## src/rtl/id_ctrl_flow.sv

```systemverilog
// ID-stage control-flow unit: IF/ID register, branch/jump decode, operand forwarding and hazard stall.
// Optional FLUSH_DELAY_SLOT_EN squashes the delay slot on a taken transfer.
module id_ctrl_flow #(
  parameter int unsigned STALL_CNT_W = 16
) (
  input  logic                   clk,
  input  logic                   rst,
  input  logic [31:0]            if_instr,
  input  logic [31:0]            if_pc,
  input  logic [31:0]            rf_rs_data,
  input  logic [31:0]            rf_rt_data,
  input  logic                   ex_wr_en,
  input  logic                   ex_is_load,
  input  logic [4:0]             ex_wr_reg,
  input  logic                   mem_wr_en,
  input  logic                   mem_is_load,
  input  logic [4:0]             mem_wr_reg,
  input  logic [31:0]            mem_result,
  output logic [31:0]            id_instr,
  output logic [31:0]            id_pc,
  output logic [4:0]             rs_addr,
  output logic [4:0]             rt_addr,
  output logic [1:0]             branch_sel,
  output logic [1:0]             j_sel,
  output logic [15:0]            i_imme,
  output logic [25:0]            j_imme,
  output logic [31:0]            rs_data,
  output logic [31:0]            rt_data,
  output logic                   stall,
  output logic                   id_bubble,
  output logic                   taken,
  output logic [STALL_CNT_W-1:0] stall_cnt
);

  typedef enum logic [1:0] {
    BR_NOP = 2'b00,
    BR_BEQ = 2'b01,
    BR_BNE = 2'b10
  } br_sel_e;

  typedef enum logic [1:0] {
    J_NOP = 2'b00,
    J_J   = 2'b01,
    J_JR  = 2'b10,
    J_JAL = 2'b11
  } j_sel_e;

  logic [31:0]            r_id_instr;
  logic [31:0]            r_id_pc;
  logic [STALL_CNT_W-1:0] r_stall_cnt;

  br_sel_e     w_br_dec;
  j_sel_e      w_j_dec;
  logic [4:0]  w_rs;
  logic [4:0]  w_rt;
  logic        w_use_rs;
  logic        w_use_rt;
  logic        w_haz_rs;
  logic        w_haz_rt;
  logic        w_stall;
  logic        w_taken_raw;
  logic        w_taken;
  logic [31:0] w_rs_data;
  logic [31:0] w_rt_data;
  logic        w_unused_ex_is_load;

  assign w_rs = r_id_instr[25:21];
  assign w_rt = r_id_instr[20:16];

  always_comb begin
    w_br_dec = BR_NOP;
    w_j_dec  = J_NOP;
    unique case (r_id_instr[31:26])
      6'b000100: w_br_dec = BR_BEQ;
      6'b000101: w_br_dec = BR_BNE;
      6'b000010: w_j_dec  = J_J;
      6'b000011: w_j_dec  = J_JAL;
      6'b000000: if (r_id_instr[5:0] == 6'b001000) w_j_dec = J_JR;
      default: ;
    endcase
  end

  always_comb begin
    w_rs_data = rf_rs_data;
    w_rt_data = rf_rt_data;
    if (mem_wr_en && !mem_is_load && (mem_wr_reg == w_rs) && (w_rs != 5'd0))
      w_rs_data = mem_result;
    if (mem_wr_en && !mem_is_load && (mem_wr_reg == w_rt) && (w_rt != 5'd0))
      w_rt_data = mem_result;
  end

  // Any EX writer stalls; a load simply stalls one more cycle once it reaches MEM.
  assign w_unused_ex_is_load = ex_is_load;

  assign w_use_rs = (w_br_dec != BR_NOP) || (w_j_dec == J_JR);
  assign w_use_rt = (w_br_dec != BR_NOP);

  assign w_haz_rs = (w_rs != 5'd0) &&
                    ((ex_wr_en && (ex_wr_reg == w_rs)) ||
                     (mem_wr_en && mem_is_load && (mem_wr_reg == w_rs)));
  assign w_haz_rt = (w_rt != 5'd0) &&
                    ((ex_wr_en && (ex_wr_reg == w_rt)) ||
                     (mem_wr_en && mem_is_load && (mem_wr_reg == w_rt)));

  assign w_stall = (w_use_rs && w_haz_rs) || (w_use_rt && w_haz_rt);

  assign w_taken_raw = ((w_br_dec == BR_BEQ) && (w_rs_data == w_rt_data)) ||
                       ((w_br_dec == BR_BNE) && (w_rs_data != w_rt_data)) ||
                       (w_j_dec != J_NOP);
  assign w_taken     = w_taken_raw && !w_stall;

  always_ff @(posedge clk or posedge rst) begin
    if (rst) begin
      r_id_instr <= '0;
      r_id_pc    <= '0;
    end else if (!w_stall) begin
`ifdef FLUSH_DELAY_SLOT_EN
      r_id_instr <= w_taken ? '0 : if_instr;
`else
      r_id_instr <= if_instr;
`endif
      r_id_pc    <= if_pc;
    end
  end

  always_ff @(posedge clk or posedge rst) begin
    if (rst) begin
      r_stall_cnt <= '0;
    end else if (w_stall && (r_stall_cnt != '1)) begin
      r_stall_cnt <= r_stall_cnt + 1'b1;
    end
  end

  assign id_instr   = r_id_instr;
  assign id_pc      = r_id_pc;
  assign rs_addr    = w_rs;
  assign rt_addr    = w_rt;
  assign branch_sel = w_stall ? BR_NOP : w_br_dec;
  assign j_sel      = w_stall ? J_NOP  : w_j_dec;
  assign i_imme     = r_id_instr[15:0];
  assign j_imme     = r_id_instr[25:0];
  assign rs_data    = w_rs_data;
  assign rt_data    = w_rt_data;
  assign stall      = w_stall;
  assign id_bubble  = w_stall;
  assign taken      = w_taken;
  assign stall_cnt  = r_stall_cnt;

endmodule

```

## config.mk

```make
export PLATFORM = sky130hd
export DESIGN_NAME = id_ctrl_flow
export DESIGN_NICKNAME = d
export VERILOG_FILES = /design/src/rtl/id_ctrl_flow.sv
export SDC_FILE = /design/constraint.sdc
export NUM_CORES = 1
export LEC_CHECK = 0
export BUFFER_PORTS_ARGS = -buffer_cell sky130_fd_sc_hd__buf_2
export CORE_AREA = 2 2 145 147
export CTS_BUF_LIST = sky130_fd_sc_hd__clkbuf_2 sky130_fd_sc_hd__clkbuf_4 sky130_fd_sc_hd__clkbuf_8
export DETAILED_ROUTE_END_ITERATION = 6
export DIE_AREA = 0 0 147 149
export MAX_ROUTING_LAYER = met4
export PLACE_DENSITY = 0.68
export SYNTH_ARGS = -nofsm -noshare
export SYNTH_HDL_FRONTEND = slang
export SYNTH_SLANG_ARGS = --single-unit
```

## constraint.sdc

```tcl
create_clock -name clk -period 7.7 [get_ports clk]
set_clock_uncertainty 0.05 [all_clocks]
set_input_delay 2.31 -clock clk [delete_from_list [all_inputs] [get_ports clk]]
set_output_delay 2.31 -clock clk [all_outputs]
set_load 0.02 [all_outputs]
```

==> flow_summary.ini <==
[status]
status = finished clean

[critical_path]
path_cells = buf_2 > and2b_2 > buf_4 > buf_4 > o211ai_4 > nor2_4 > buf_6 > or3_1 > a31oi_1 > o2111ai_1 > nor4_2 > a21boi_1 > or4_1 > buf_6
cp_data_required_time_ns = 5.34
cp.arrival_ns = 5.27
crit_path_end_kind = output pin
critPathKind = in -> out
cp-start-kind = primary input
cpPeakStageDelay_ns = 0.52
crit_fanout = 9
crit_path_top_delay_cell = nor4_2

[place]
gp_congestion = 0.862
pre_cts_ws_ns = -0.202
dpl.hpwl_um = 19200
port_buffers = 377

[synth]
syn_area_mm2 = 0.00645
synth_common_cells = nand2_1 (157), dfrtp_1 (80), mux2_2 (64), buf_4 (54), o21ai_0 (53)
synthFlopType = dfrtp_1
synth_edf_count = 0
yosysMostFrequentCell = nand2_1
ys_warn_count = 0
synth-seq-area-share_pct = 31.1
avgSynthCellArea_um2 = 8.30
yosysTopAreaCellShare_pct = 31.1
synth_area_leaders = dfrtp_1 (31%), mux2_2 (11%), nand2_1 (9.1%)
syn_nets = 954
synth_cells = 777
yosysUniqueCellTypes = 72
async_reset_ff_share_pct = 100
ys_ff_latch = 80
synth_area_leader_cell = dfrtp_1

[global_route]
grt_start_max_net_pins = 67
grt_pass1_wl_um = 36000
antenna_found_initial = 7
first_global_vias = 6617
gr-total-overflow = 0
gr-usage-all-layers_pct = 21.4

[die]
placeableCoreArea_mm2 = 0.0206
io_pins = 379
die-area_mm2 = 0.0219
dieWidth_um = 147
die_h_um = 149
num_rows = 53
start_util_pct = 31.4

[clocking]
clk_pin_slew_worst_paths_ns = 0.09
cts_buffer_depth = 2
cts-root-buf = clkbuf_8
cts_sinks = 80
clk_latency_ns = 0.35
cts_tree = done
h-tree-depth = 3
numCtsBuffers = 9
hold_buffers = 0

[detailed_routing]
drtPass1Iterations = 5
via_per_inst = 5.01
vias = 7025
drt-total-wl_um = 24000
ant_nets = 0
drt-initial-drc-count = 271
wl_per_cell_um = 17.1
drc = 0

[power_and_ir_drop]
swShare_pct = 33.4
power_density_mw_per_mm2 = 129
intPower_w = 0.000763
netSwitchingPower_w = 0.000383
combPwrFrac_pct = 29.3
clkPwrFrac_pct = 30.6
vdd_drop_max_uv = 133
p_leak_nw = 4.42
seqPwrFrac_pct = 40.2

[job]
maxCapViolCount = 0

[final_layout]
final_nets = 1295
fillCellCount = 2099
syn_to_final_growth_pct = 38.2
multiInputGateArea_mm2 = 0.00389
drive_above_1_share_pct = 47.6
regArea_mm2 = 0.00200

[sta]
setup_slack_ns = 0.0683
layout_worst_path_cycle_share_pct = 99.1
finalCriticalPeriod_ns = 7.63
maxSlewViolCount = 0
worst_pin_slew_ns = 0.881
slew_headroom_pct = 41.3
fmax_mhz = 131
final-setup-viol-count = 0
finalHoldViolCount = 0
holdWs_ns = 0.445
rsz0062_at_grt = yes

[min_path]
hp-class = reg -> reg
-- registers in the layout, summed over array words and instances, names as in the netlist --
signal and count:
id_instr 32, id_pc 32, stall_cnt 16
-- worst max-delay path, delay by kind of cell --
| family | cells | cell delay (ns) |
|---|---|---|
| simple gates | 5 | 1.68 |
| compound gates | 4 | 0.60 |
| buf+inv | 5 | 0.67 |
-- layout make-up --
cell class / instances / share of cell area, %
timing repair buffer: 424 / 26.4
tap: 275 / 3.86
clock inverter: 6 / 1.01
antenna: 4 / 0.112
sequential: 80 / 22.5
inverter: 25 / 1.07
clock buffer: 10 / 1.47
multi-input combinational: 578 / 43.6
-- stage by stage --
stage          power (W)  cells  utilization (%)  cell area [µm²]  TNS (ns)
2_1_floorplan   0.000660    777                -             6450         0
3_3_place_gp    0.000792   1380             41.5             8530    -0.206
3_5_place_dp    0.000798   1380             41.5             8530    -0.202
4_1_cts          0.00115   1396             42.8             8790         0
5_1_grt          0.00120   1402             43.3             8910   -0.0516
6_report         0.00115   1402             43.3             8910         0
-- path summary, 6_finish.rpt --
kind,to,cells after the start,startpoint,slack [ns]
hold / removal,stall_cnt[6],1,stall_cnt[6],0.44
setup / recovery,taken,14,mem_is_load,0.07
max in group asynchronous,id_instr[28],3,rst,4.63
min in group asynchronous,id_instr[20],2,rst,1.82
setup reg to reg,stall_cnt[15],11,id_instr[21],3.55
hold reg to reg,stall_cnt[6],1,stall_cnt[6],0.44
-- cells in the final DEF (no fill, tap or decap), types with 4 or more instances in the layout --
master       n
a21oi_1     14
a31oi_1      6
and2_1       7
and3_1       4
buf_12       7
buf_2      376
buf_4       36
buf_6        5
clkbuf_8     9
dfrtp_1     80
diode_2      4
inv_1       24
mux2_2      64
nand2_1    157
nand3_1     20
nand3b_1     4
nand4_1     26
nor2_1      26
nor2b_1      8
nor3_1      13
nor4_1       5
o2111ai_1   12
o211ai_1     5
o21ai_0     52
o22ai_1      4
or3_1        8
or4_1       13
xnor2_1     35
xnor2_2      5
xor2_1      24
-- cell families after synthesis --
logic type,after synthesis,synth area share (%)
AO/OA/AOI/OAI,130,13.7
buffers and inverters,119,10.7
flip-flops,80,31.1
AND/OR/NAND/NOR,316,23.8
adder cells (fa/ha/maj),1,0.194
multiplexers,67,11.7
XOR/XNOR,64,8.81
-- per-layer routing --
metal	vias to the layer above	track usage [%]	part of all wire (%)
met4	0	5.82	1.8
li1	3379	-	-
met3	28	3.76	7.3
met5	-	-	0
met2	298	37.7	51
met1	3320	25.3	40
-- repair_timing --
item / CTS / global route
endpoints found under the setup margin: 1 / 1
gates resized for setup: 6 / 20
pin swaps: 1 / 11
buffers inserted: 0 / 2
-- power groups by stage --
stage                     combinational, W  sequential (W)  clock (W)
after floorplan                   0.000175        0.000485          0
after global placement            0.000324        0.000467          0
after detailed placement          0.000329        0.000468          0
after CTS                         0.000332        0.000460   0.000361
after global routing              0.000366        0.000463   0.000375
final                             0.000336        0.000460   0.000351
Power figures use the tool's default switching activity.
